File: config.mk
export PLATFORM = sky130hd
export DESIGN_NAME = wb_sched
export DESIGN_NICKNAME = d
export VERILOG_FILES = /design/src/rtl/cpu_pkg.sv /design/src/rtl/wb_arb.sv /design/src/rtl/wb_sched.sv
export SDC_FILE = /design/constraint.sdc
export NUM_CORES = 1
export LEC_CHECK = 0
export CAP_MARGIN = 20
export CORE_MARGIN = 2
export CORE_UTILIZATION = 44
export DETAILED_ROUTE_END_ITERATION = 8
export PLACE_DENSITY = 0.91
export SLEW_MARGIN = 30
export SYNTH_ARGS = -nofsm -noshare
export SYNTH_HDL_FRONTEND = slang
export SYNTH_SLANG_ARGS = --single-unit
File: constraint.sdc
create_clock -name clk -period 4.5 [get_ports clk]
set_input_delay 0.675 -clock clk [delete_from_list [all_inputs] [get_ports clk]]
set_output_delay 0.675 -clock clk [all_outputs]
set_load 0.01 [all_outputs]
File: src/rtl/cpu_pkg.sv
// Shared CPU definitions: write-back requester indices, widths and the write-back payload type.
package cpu_pkg;

  localparam int unsigned NREQ_DEFAULT = 3;
  localparam int unsigned XLEN_DEFAULT = 64;
  localparam int unsigned RD_W         = 5;
  localparam int unsigned NREGS        = 32;

  localparam int unsigned WB_ALU = 0;
  localparam int unsigned WB_LSU = 1;
  localparam int unsigned WB_MDU = 2;

  typedef struct packed {
    logic [RD_W-1:0]         rd;
    logic [XLEN_DEFAULT-1:0] wdata;
  } wb_req_t;

  // Width of an index into n requesters (at least one bit).
  function automatic int unsigned ptr_w(input int unsigned n);
    return (n > 1) ? $clog2(n) : 1;
  endfunction

endpackage

File: src/rtl/wb_arb.sv
// Combinational write-back arbiter: rotating search starting at i_ptr+1 modulo NREQ.
// A pointer held at NREQ-1 degenerates to fixed priority with index 0 highest.
module wb_arb
  import cpu_pkg::*;
#(
  parameter int unsigned NREQ = NREQ_DEFAULT,
  parameter int unsigned PW   = ptr_w(NREQ)
) (
  input  logic [NREQ-1:0] i_valid,
  input  logic [PW-1:0]   i_ptr,
  output logic [NREQ-1:0] o_grant_c,
  output logic [PW-1:0]   o_idx_c,
  output logic            o_any_c
);

  always_comb begin
    int unsigned w_pos;
    logic [PW-1:0] w_idx;
    logic w_found;
    w_pos     = 0;
    w_idx     = '0;
    w_found   = 1'b0;
    o_grant_c = '0;
    o_idx_c   = '0;
    for (int unsigned k = 0; k < NREQ; k++) begin
      w_pos = (32'(i_ptr) + 32'd1 + k) % NREQ;
      w_idx = PW'(w_pos);
      if (!w_found && i_valid[w_idx]) begin
        o_grant_c[w_idx] = 1'b1;
        o_idx_c          = w_idx;
        w_found          = 1'b1;
      end
    end
    o_any_c = w_found;
  end

endmodule

File: src/rtl/wb_sched.sv
// Write-back scheduler: arbitrates requesters onto one regfile write port and tracks pending writes.
// Define WB_SCHED_RR_EN for round-robin arbitration; otherwise fixed priority (index 0 highest).
module wb_sched
  import cpu_pkg::*;
#(
  parameter int unsigned NREQ = NREQ_DEFAULT,
  parameter int unsigned XLEN = XLEN_DEFAULT
) (
  input  logic                   clk,
  input  logic                   rst,
  input  logic [NREQ-1:0]        req_valid,
  input  logic [RD_W*NREQ-1:0]   req_rd,
  input  logic [XLEN*NREQ-1:0]   req_wdata,
  output logic [NREQ-1:0]        req_ready,
  output logic                   wb_wen,
  output logic [RD_W-1:0]        wb_rd,
  output logic [XLEN-1:0]        wb_wdata,
  input  logic                   issue_valid,
  input  logic [RD_W-1:0]        issue_rd,
  input  logic                   flush,
  input  logic [RD_W-1:0]        rs1,
  input  logic [RD_W-1:0]        rs2,
  output logic                   rs1_busy,
  output logic                   rs2_busy,
  output logic                   rd_busy
);

  localparam int unsigned PW = ptr_w(NREQ);

  logic [NREQ-1:0]  w_grant;
  logic [PW-1:0]    w_gidx;
  logic             w_any;
  logic [PW-1:0]    w_ptr;
  logic             w_xfer;
  logic [RD_W-1:0]  w_sel_rd;
  logic [XLEN-1:0]  w_sel_wdata;
  logic [NREGS-1:0] w_busy_nxt;

  logic [NREGS-1:0] r_busy;
  logic             r_wen;
  logic [RD_W-1:0]  r_rd;
  logic [XLEN-1:0]  r_wdata;

`ifdef WB_SCHED_RR_EN
  logic [PW-1:0] r_ptr;

  // Pointer remembers the last granted index; search resumes just past it.
  always_ff @(posedge clk) begin
    if (rst) begin
      r_ptr <= PW'(NREQ - 1);
    end else if (w_xfer) begin
      r_ptr <= w_gidx;
    end
  end

  assign w_ptr = r_ptr;
`else
  assign w_ptr = PW'(NREQ - 1);
`endif

  wb_arb #(
    .NREQ (NREQ),
    .PW   (PW)
  ) u_arb (
    .i_valid   (req_valid),
    .i_ptr     (w_ptr),
    .o_grant_c (w_grant),
    .o_idx_c   (w_gidx),
    .o_any_c   (w_any)
  );

  assign req_ready = rst ? '0 : w_grant;
  assign w_xfer    = w_any & ~rst;

  // Select the granted requester's payload.
  always_comb begin
    w_sel_rd    = '0;
    w_sel_wdata = '0;
    for (int unsigned i = 0; i < NREQ; i++) begin
      if (w_gidx == PW'(i)) begin
        w_sel_rd    = req_rd[RD_W*i +: RD_W];
        w_sel_wdata = req_wdata[XLEN*i +: XLEN];
      end
    end
  end

  // Clear on writeback, then set on issue so a same-rd issue wins; flush overrides both.
  always_comb begin
    w_busy_nxt = r_busy;
    if (w_xfer) begin
      w_busy_nxt[w_sel_rd] = 1'b0;
    end
    if (issue_valid && (issue_rd != '0)) begin
      w_busy_nxt[issue_rd] = 1'b1;
    end
    if (flush) begin
      w_busy_nxt = '0;
    end
    w_busy_nxt[0] = 1'b0;
  end

  always_ff @(posedge clk) begin
    if (rst) begin
      r_busy  <= '0;
      r_wen   <= 1'b0;
      r_rd    <= '0;
      r_wdata <= '0;
    end else begin
      r_busy <= w_busy_nxt;
      r_wen  <= w_xfer && (w_sel_rd != '0);
      if (w_xfer && (w_sel_rd != '0)) begin
        r_rd    <= w_sel_rd;
        r_wdata <= w_sel_wdata;
      end
    end
  end

  assign wb_wen   = r_wen;
  assign wb_rd    = r_rd;
  assign wb_wdata = r_wdata;

  // Status reflects registered state only; a writeback in this cycle is not bypassed.
  assign rs1_busy = r_busy[rs1];
  assign rs2_busy = r_busy[rs2];
  assign rd_busy  = r_busy[issue_rd];

endmodule

## Word-level counts from Yosys, hierarchy flattened

Cells that the tools add are included.

- Bitwise gates (word level): 5
- Muxes and demuxes: 27
- Equal/unequal tests: 2
- Order comparisons: 6
- Reduce and logical (&&, ||, !) cells: 12

Operator list:

| kind | count |
|---|---|
| 64-bit two-way mux | 3 |
| 32-bit two-way mux | 2 |
| 32-bit bitwise AND | 1 |
| 32-bit NOT | 1 |
| 32-bit OR | 1 |
| 5-bit by 6-bit < comparator with 1-bit output, second input constant | 4 |
| 1-bit binary-select mux with 5-bit select | 3 |
| 5-bit two-way mux | 3 |
| 1-bit demux with 5-bit select | 2 |
| 5-bit by 1-bit >= comparator with 1-bit output, second input constant | 2 |
| 1-bit two-way mux | 10 |
| 5-bit nonzero test | 2 |
| 1-bit logical AND | 6 |
| 3-bit two-way mux | 2 |
| 2-bit two-way mux | 2 |
| 2-bit by 1-bit == test with 1-bit output, second input constant | 1 |
| 2-bit == test, second input constant | 1 |
| 1-bit logical NOT | 2 |
| 2-bit logical NOT | 1 |
| 2-bit OR reduction | 1 |
| 1-bit bitwise AND | 1 |
| 1-bit NOT | 1 |

- Output and inout port bits: 76
- Register bits after elaboration: 102
- Logic and storage cells: 57
- Bits of input ports: 229

## Depth between registers and ports, before layout

Gate-level depths: netlist of run 1.

- Word-level depth: 20
- Gate-level depth with buffers: 9

## Modules after synthesis

A second synthesis of run 1 with hierarchy kept.

- Cell total of the unflattened synthesis: 733
- Area total of the unflattened synthesis: 7041.8 um^2

Modules (own cells, without submodules):

| module | sequential area each (um^2) | instances | area each (um^2) | cells each |
|---|---|---|---|---|
| wb_sched | 2021.9 | 1 | 6744.0 | 692 |
| wb_arb | 0.0 | 1 | 297.8 | 41 |

## Least setup slack after synthesis of run 1

No wires, ideal clock.

- Path kind: in2out
- Start point: in rs1[0]
- End point: out rs1_busy
- Stages: 4
- Data arrival time: 2.386 ns
- Slack: 1.439 ns
- Cells stage by stage: clkbuf_1 > mux4_2 > mux4_2 > mux2_2

- Word-level cells in the longest chain between the ends: 2

Ends and longest elaborated chain:

| what | line | source |
|---|---|---|
| start, declared | wb_sched.sv:21 | `input logic [RD_W-1:0] rs1,` |
| 1-bit binary-select mux with 5-bit select | wb_sched.sv:123 | `assign rs1_busy = r_busy[rs1];` |
| 1-bit two-way mux (not written as such) | wb_sched.sv:123 |  |
| end, declared | wb_sched.sv:23 | `output logic rs1_busy,` |

Every way passes these cells. The select of a mux whose other input is x is not followed.

## Worst setup path in the final report of run 1

- Start point: in issue_rd[0]
- End point: out rd_busy

- Word-level cells in the longest chain between the ends: 2

Ends and longest elaborated chain:

| what | line | source |
|---|---|---|
| start, declared | wb_sched.sv:19 | `input logic [RD_W-1:0] issue_rd,` |
| 1-bit binary-select mux with 5-bit select | wb_sched.sv:125 | `assign rd_busy = r_busy[issue_rd];` |
| 1-bit two-way mux (not written as such) | wb_sched.sv:125 |  |
| end, declared | wb_sched.sv:25 | `output logic rd_busy` |

Every way passes these cells. The select of a mux whose other input is x is not followed.

==> results of run 1 <==
-- power by group through the flow --
stage               Combinational (mW)  Sequential (mW)  Clock, mW
detailed placement               0.756             1.03          0
finish                           0.764             1.01      0.815
floorplan                        0.283             1.06          0
global placement                 0.743             1.03          0
global route                     0.814             1.02      0.860
CTS                              0.763             1.01      0.826
-- area by class of cell --
class,instances,share of cell area (%)
timing repair buffer,318,33.6
inverter,6,0.264
multi-input combinational,576,39.3
clock inverter,6,0.752
tap,176,2.32
sequential,101,21.3
clock buffer,10,2.52
-- per-stage QoR --
| step | cell area, um^2 | utilization, % | std cells | setup WS (ns) |
|---|---|---|---|---|
| finish | 9490 | 71.4 | 1193 | 0.519 |
| global placement | 9170 | 69.0 | 1177 | 0.538 |
| detailed placement | 9170 | 69.0 | 1177 | 0.510 |
| global route | 9490 | 71.4 | 1193 | 0.403 |
| CTS | 9480 | 71.3 | 1193 | 0.491 |
| floorplan | 6020 | - | 742 | 1.44 |
-- cells in the mapped netlist (all sizes together), types with 2 or more instances --
master  count
a21oi     150
nand2     211
nor2b       5
nand4       3
mux2        4
and2        3
mux2i      66
o41ai       4
mux4       27
o21ba       2
inv         6
clkbuf     47
and3        2
dfxtp     101
a32o       18
nor2       15
a211oi      3
buf        12
nor4b       2
o32ai       2
or2         2
nor3b       3
nand2b      6
or3         2
o31ai      12
or4b        2
nand3      15
o21bai      2
nor3        7
-- layer usage --
metal | GRT usage, % | wire length (um)
met1 | 34.3 | 8110
met2 | 53.6 | 11900
met3 | 9.73 | 2080
met4 | 15.0 | 1220
met5 | 0 | 0
-- sequential cells by signal, summed over array words and instances, names as in the netlist --
signal    cells
r_busy       31
wb_wen        1
wb_rd         5
wb_wdata     64
-- worst max path at each step --
stage,depth (start not counted),to,from,slack [ns]
floorplan,4,rs1_busy,rs1[0],1.44
global placement,5,rd_busy,issue_rd[0],0.54
detailed placement,5,rs2_busy,rs2[0],0.51
CTS,5,rd_busy,issue_rd[0],0.49
global route,5,rs2_busy,rs2[0],0.40
finish,5,rd_busy,issue_rd[0],0.52
-- layout by cell type, fill, tap and decap left out, types with 3 or more instances in the layout --
master           count
a21oi_1            150
a32o_1              18
and2_1               3
buf_12               3
buf_4               11
clkbuf_16            9
clkdlybuf4s50_1    304
dfxtp_1            101
inv_1                4
mux2_2               4
mux2i_1             66
mux4_2              27
nand2_1            211
nand2b_1             5
nand3_1             15
nand4_1              3
nor2_1              13
nor2b_1              4
nor3_1               7
nor3b_1              3
o31ai_1             12
o41ai_1              4
-- kinds of logic (layout without fill, tap and decap cells) --
logic type,after synthesis,after routing,synth area share [%]
buf+inv,65,340,4.99
simple gates,279,279,19.5
mux,97,97,21.8
flops,101,101,33.6
compound gates,200,200,20.1
-- worst max-delay path, cell delays in order --
cell	delay [ns]
clkdlybuf4s50_1	0.83
mux4_2	0.58
mux4_2	0.47
mux2_2	0.27
clkdlybuf4s50_1	0.47
==> flow_summary.yaml, run 1 <==
status:
  outcome: "finished clean"
detailed_routing:
  vias: 6845
  drt-pass1-iter-count: 6
  ant_nets: 0
  viasPerCell: 5.74
  drtIter0Drc: 524
  wire_per_inst_um: 19.5
  drc_errors: 0
  drt-total-wl_mm: 23.3
floorplanning:
  rows: 42
  die_x_um: 121
  initial_core_util_pct: 45.3
  placeableCoreArea_um2: 13300
  die-area_um2: 14600
  pin_count: 305
  fp.dieH_um: 121
cts:
  clk_transition_reported_paths_ns: 0.07
  h-tree-depth: 3
  max-clock-path-buffers: 2
  ctsResizeCount: 0
  cts_tree: "built"
  cts_sinks: 101
  clk_latency_ns: 0.35
  root_buffer: "clkbuf_16"
  cts_setup_buffers: 0
  hold_buffers: 0
  numCtsBuffers: 9
global_routing:
  grt_pass1_vias: 6644
  grt_max_degree: 96
  gr-total-overflow: 0
  grt_pass1_wl_mm: 34.9
  antenna_found_initial: 0
  grt_usage_pct: 31.0
synth:
  synthArstFlopShare_pct: 0
  synthCells: 742
  synth_top_cell_by_area: "dfxtp_1"
  ys_ff_latch: 101
  synth_area_leaders: "dfxtp_1 34%, nand2_1 13%, a21oi_1 12%"
  ys_warn_count: 0
  ys_seq_area_share_pct: 33.6
  syn_area_um2: 6020
  synth_top_area_share_pct: 33.6
  ys_types: 43
  syn_nets: 971
  syn_avg_cell_area_um2: 8.11
  synth-edff-count: 0
  yosys_most_used_dff: "dfxtp_1"
worst_setup_path:
  r2r-end: "r_busy[8]"
  path_class: "input port to output port"
  cp_max_fo: 11
  cp.required_ns: 3.83
  crit_arrival_ns: 3.31
  r2r_cells: 2
  r2r_start: "r_busy[8]"
  critPathCaptureType: "output port"
  crit_path_start_kind: "input port"
  rrSetupSlack_ns: 3.72
power_and_ir_drop:
  p_per_area_nw_per_um2: 273
  p_switching_mw: 0.743
  p_seq_share_pct: 39.0
  leakagePower_nw: 3.68
  p_int_mw: 1.84
  p_total_mw: 2.59
  comb_power_share_pct: 29.5
  clkPwrFrac_pct: 31.5
  ir_drop_uv: 304
  swShare_pct: 28.7
timing:
  fmax_mhz: 251
  setup_tns_ns: 0
  timing.final.crit_share_pct: 88.5
  hold_violations: 0
  tightest_slew_ns: 0.905
  relSlewSlack_pct: 39.5
  fin_crit_ns: 3.98
  fin_skew_ns: 0
  rsz0062_at_grt: "no"
  finalMaxSlewViolations: 0
  finalSetupViolations: 0
  holdWs_ns: 0.460
worst_hold_path:
  min_to: "wb_wdata[34]"
  hold_start: "wb_wdata[34]"
  hold-path-cell-count: 2
  hp-class: "register to register"
final_layout:
  multiInputGateArea_um2: 3720
  fillerInstances: 1008
  syn_to_final_growth_pct: 57.6
  num_antenna_cells: 0
  fin_nets: 1241
  drive_gt1_share_pct: 7.47
  regArea_um2: 2020
place:
  place_congestion: 1.01
  portBuffers: 304
  hpwl_mm: 17.9
job:
  maxCapViolCount: 0
Power figures use the tool's default switching activity.
==> run 2: changes to the inputs <==
--- a/config.mk
+++ b/config.mk
@@ -5,10 +5,13 @@
 export SDC_FILE = /design/constraint.sdc
 export NUM_CORES = 1
 export LEC_CHECK = 0
+export ABC_AREA = 1
 export CAP_MARGIN = 20
 export CORE_MARGIN = 2
-export CORE_UTILIZATION = 44
+export CORE_UTILIZATION = 45
+export CTS_CLUSTER_SIZE = 28
 export DETAILED_ROUTE_END_ITERATION = 8
+export MAX_ROUTING_LAYER = met4
 export PLACE_DENSITY = 0.91
 export SLEW_MARGIN = 30
 export SYNTH_ARGS = -nofsm -noshare
==> run 2 against run 1 <==
Compared with the run above: first-iteration DRC count grew 25%; die area increased by 6.1%; combinational power increased by 2%; worst setup slack gained 0.17 ns; wire length up 9.7%; critical path depth grew 5; critical path type unchanged; largest cell class unchanged; highest routed layer unchanged.
==> flow_summary.yaml, run 2 <==
status:
  outcome: "finished clean"
place:
  place_congestion: 0.963
  hpwl_mm: 19.2
  portBuffers: 304
  place_inst: 1539
  place_area_um2: 9640
timing:
  hold_violations: 0
  fin_skew_ns: 0
  finalMaxSlewViolations: 0
  fmax_mhz: 263
  fin_crit_ns: 3.81
  rsz0062_at_grt: "no"
  finalSetupViolations: 0
  holdWs_ns: 0.478
  relSlewSlack_pct: 35.1
  tightest_slew_ns: 0.974
  timing.final.crit_share_pct: 84.6
  setup_tns_ns: 0
cts:
  clk_transition_reported_paths_ns: 0.07
  numCtsBuffers: 9
  h-tree-depth: 3
  ctsResizeCount: 0
  cts_tree: "built"
  clk_latency_ns: 0.34
  root_buffer: "clkbuf_16"
  max-clock-path-buffers: 2
  hold_buffers: 0
  cts_sinks: 101
  cts_setup_buffers: 0
power_and_ir_drop:
  p_per_area_nw_per_um2: 266
  leakagePower_nw: 4.36
  ir_drop_uv: 259
detailed_routing:
  viasPerCell: 5.27
  ant_nets: 0
  vias: 8205
  drt-total-wl_mm: 25.6
  drc_errors: 0
  drt-pass1-iter-count: 6
  wire_per_inst_um: 16.4
  drtIter0Drc: 656
worst_setup_path:
  cp_max_fo: 17
  cpMaxStageDelayCell: "clkdlybuf4s50_1"
  crit_family: "buffers and inverters"
  cp_cell_sequence: "clkdlybuf4s50_1 -> clkinv_1 -> a21oi_1 -> o21ai_0 -> nand3_1 -> nand3_1 -> nand2_1 -> nand2_1 -> nand2_1 -> clkdlybuf4s50_1"
  critPathCaptureType: "output port"
  cp_common_cell: "nand2_1"
  crit_path_start_kind: "input port"
  path_class: "input port to output port"
  cp.required_ns: 3.83
  path_buf_inv: 3
  crit_arrival_ns: 3.13
  max_stage_delay_ns: 0.76
final_layout:
  multiInputGateArea_um2: 4100
  layout_common_cells: "467 x nand2_1, 304 x clkdlybuf4s50_1, 165 x nor2_1"
  fin_nets: 1595
  drive_gt1_share_pct: 7.00
  regArea_um2: 2020
  final_common_cell: "nand2_1"
  fillerInstances: 1205
  design_area_um2: 9990
  finalNonFillerCells: 1556
  syn_to_final_growth_pct: 52.6
  largest_register_ffs: 64
synth:
  yosys_most_used_dff: "dfxtp_1"
  ys_types: 28
  ys_top_cells_by_count: "467 x nand2_1, 166 x nor2_1, 109 x a21oi_1"
  syn_avg_cell_area_um2: 5.93
  synthCells: 1103
  ys_seq_area_share_pct: 30.9
  synth_top_area_share_pct: 30.9
  synth_top_cell_by_area: "dfxtp_1"
  ys_warn_count: 0
  synth.most_common_cell: "nand2_1"
  synth-edff-count: 0
  synthArstFlopShare_pct: 0
  syn_nets: 1332
  syn_area_um2: 6550
  ys_ff_latch: 101
  synth_area_leaders: "dfxtp_1 31%, nand2_1 27%, nor2_1 9.5%"
global_routing:
  grt_pass1_wl_mm: 40.8
  grt_pass1_vias: 8029
  grt_usage_pct: 33.1
  gr-total-overflow: 0
  antenna_found_initial: 1
  grt_max_degree: 68
worst_hold_path:
  hp-class: "register to register"
job:
  maxCapViolCount: 0
floorplanning:
  die_x_um: 125
  initial_core_util_pct: 45.6
  pin_count: 305
  placeableCoreArea_um2: 14400
  fp.dieH_um: 125
  die-area_um2: 15500
  rows: 44
-- run 2: cell count changes in the layout (fill, tap and decap cells not counted), sizes merged, moves of 14 or more --
cell,before,now
a21oi,150,110
a22oi,0,15
a32o,18,0
inv,7,39
mux2i,66,0
mux4,27,0
nand2,211,472
nand3,15,99
nor2,15,169
o21ai,1,15
-- run 2: layout make-up --
class / count / share of cell area (%)
clock buffer: 10 / 2.29
clock inverter: 6 / 1.11
multi-input combinational: 898 / 41.0
inverter: 41 / 1.57
sequential: 101 / 20.2
timing repair buffer: 315 / 31.5
antenna: 1 / 0.0251
tap: 184 / 2.30
-- run 2: cells by family (layout without fill, tap and decap cells) --
kind of cell / count (synthesis) / in the layout / share of synthesized area [%]
AO/OA/AOI/OAI: 150 / 150 / 12.5
AND/OR/NAND/NOR: 748 / 748 / 49.5
buffers and inverters: 104 / 372 / 7.09
other: 0 / 1 / 0
flip-flops: 101 / 101 / 30.9
-- run 2: per-layer routing --
layer	GRT usage [%]	up-vias	part of all wire, %
met5	-	-	0
met4	12.0	0	3.6
met3	8.63	75	9.1
met2	54.5	418	47
met1	39.2	3665	40
li1	-	4047	-
-- run 2: tightest hold or removal path, delay by kind of cell, from the launching register on --
family           cells  cell delay, ns
flip-flops           1            0.31
AND/OR/NAND/NOR      2            0.12
-- run 2: metrics by stage --
step,power [mW],setup slack (ns),util (%)
2_1_floorplan,1.36,2.19,-
3_3_place_gp,1.76,0.780,67.1
3_5_place_dp,1.78,0.718,67.1
4_1_cts,2.66,0.726,69.5
5_1_grt,2.78,0.457,69.5
6_report,2.65,0.694,69.5
-- run 2: final timing paths --
kind / startpoint / endpoint / slack (ns) / cells after the start
max: rs1[0] / rs1_busy / 0.69 / 10
min: wb_rd[3] / wb_rd[3] / 0.48 / 2
min reg2reg: wb_rd[3] / wb_rd[3] / 0.48 / 2
max reg2reg: r_busy[14] / r_busy[14] / 3.67 / 2
-- run 2: report_power, final --
part / switching [mW] / internal (mW) / total, mW
Combinational: 0.381 / 0.398 / 0.779
Sequential: 0.0335 / 0.952 / 0.986
Clock: 0.346 / 0.544 / 0.890
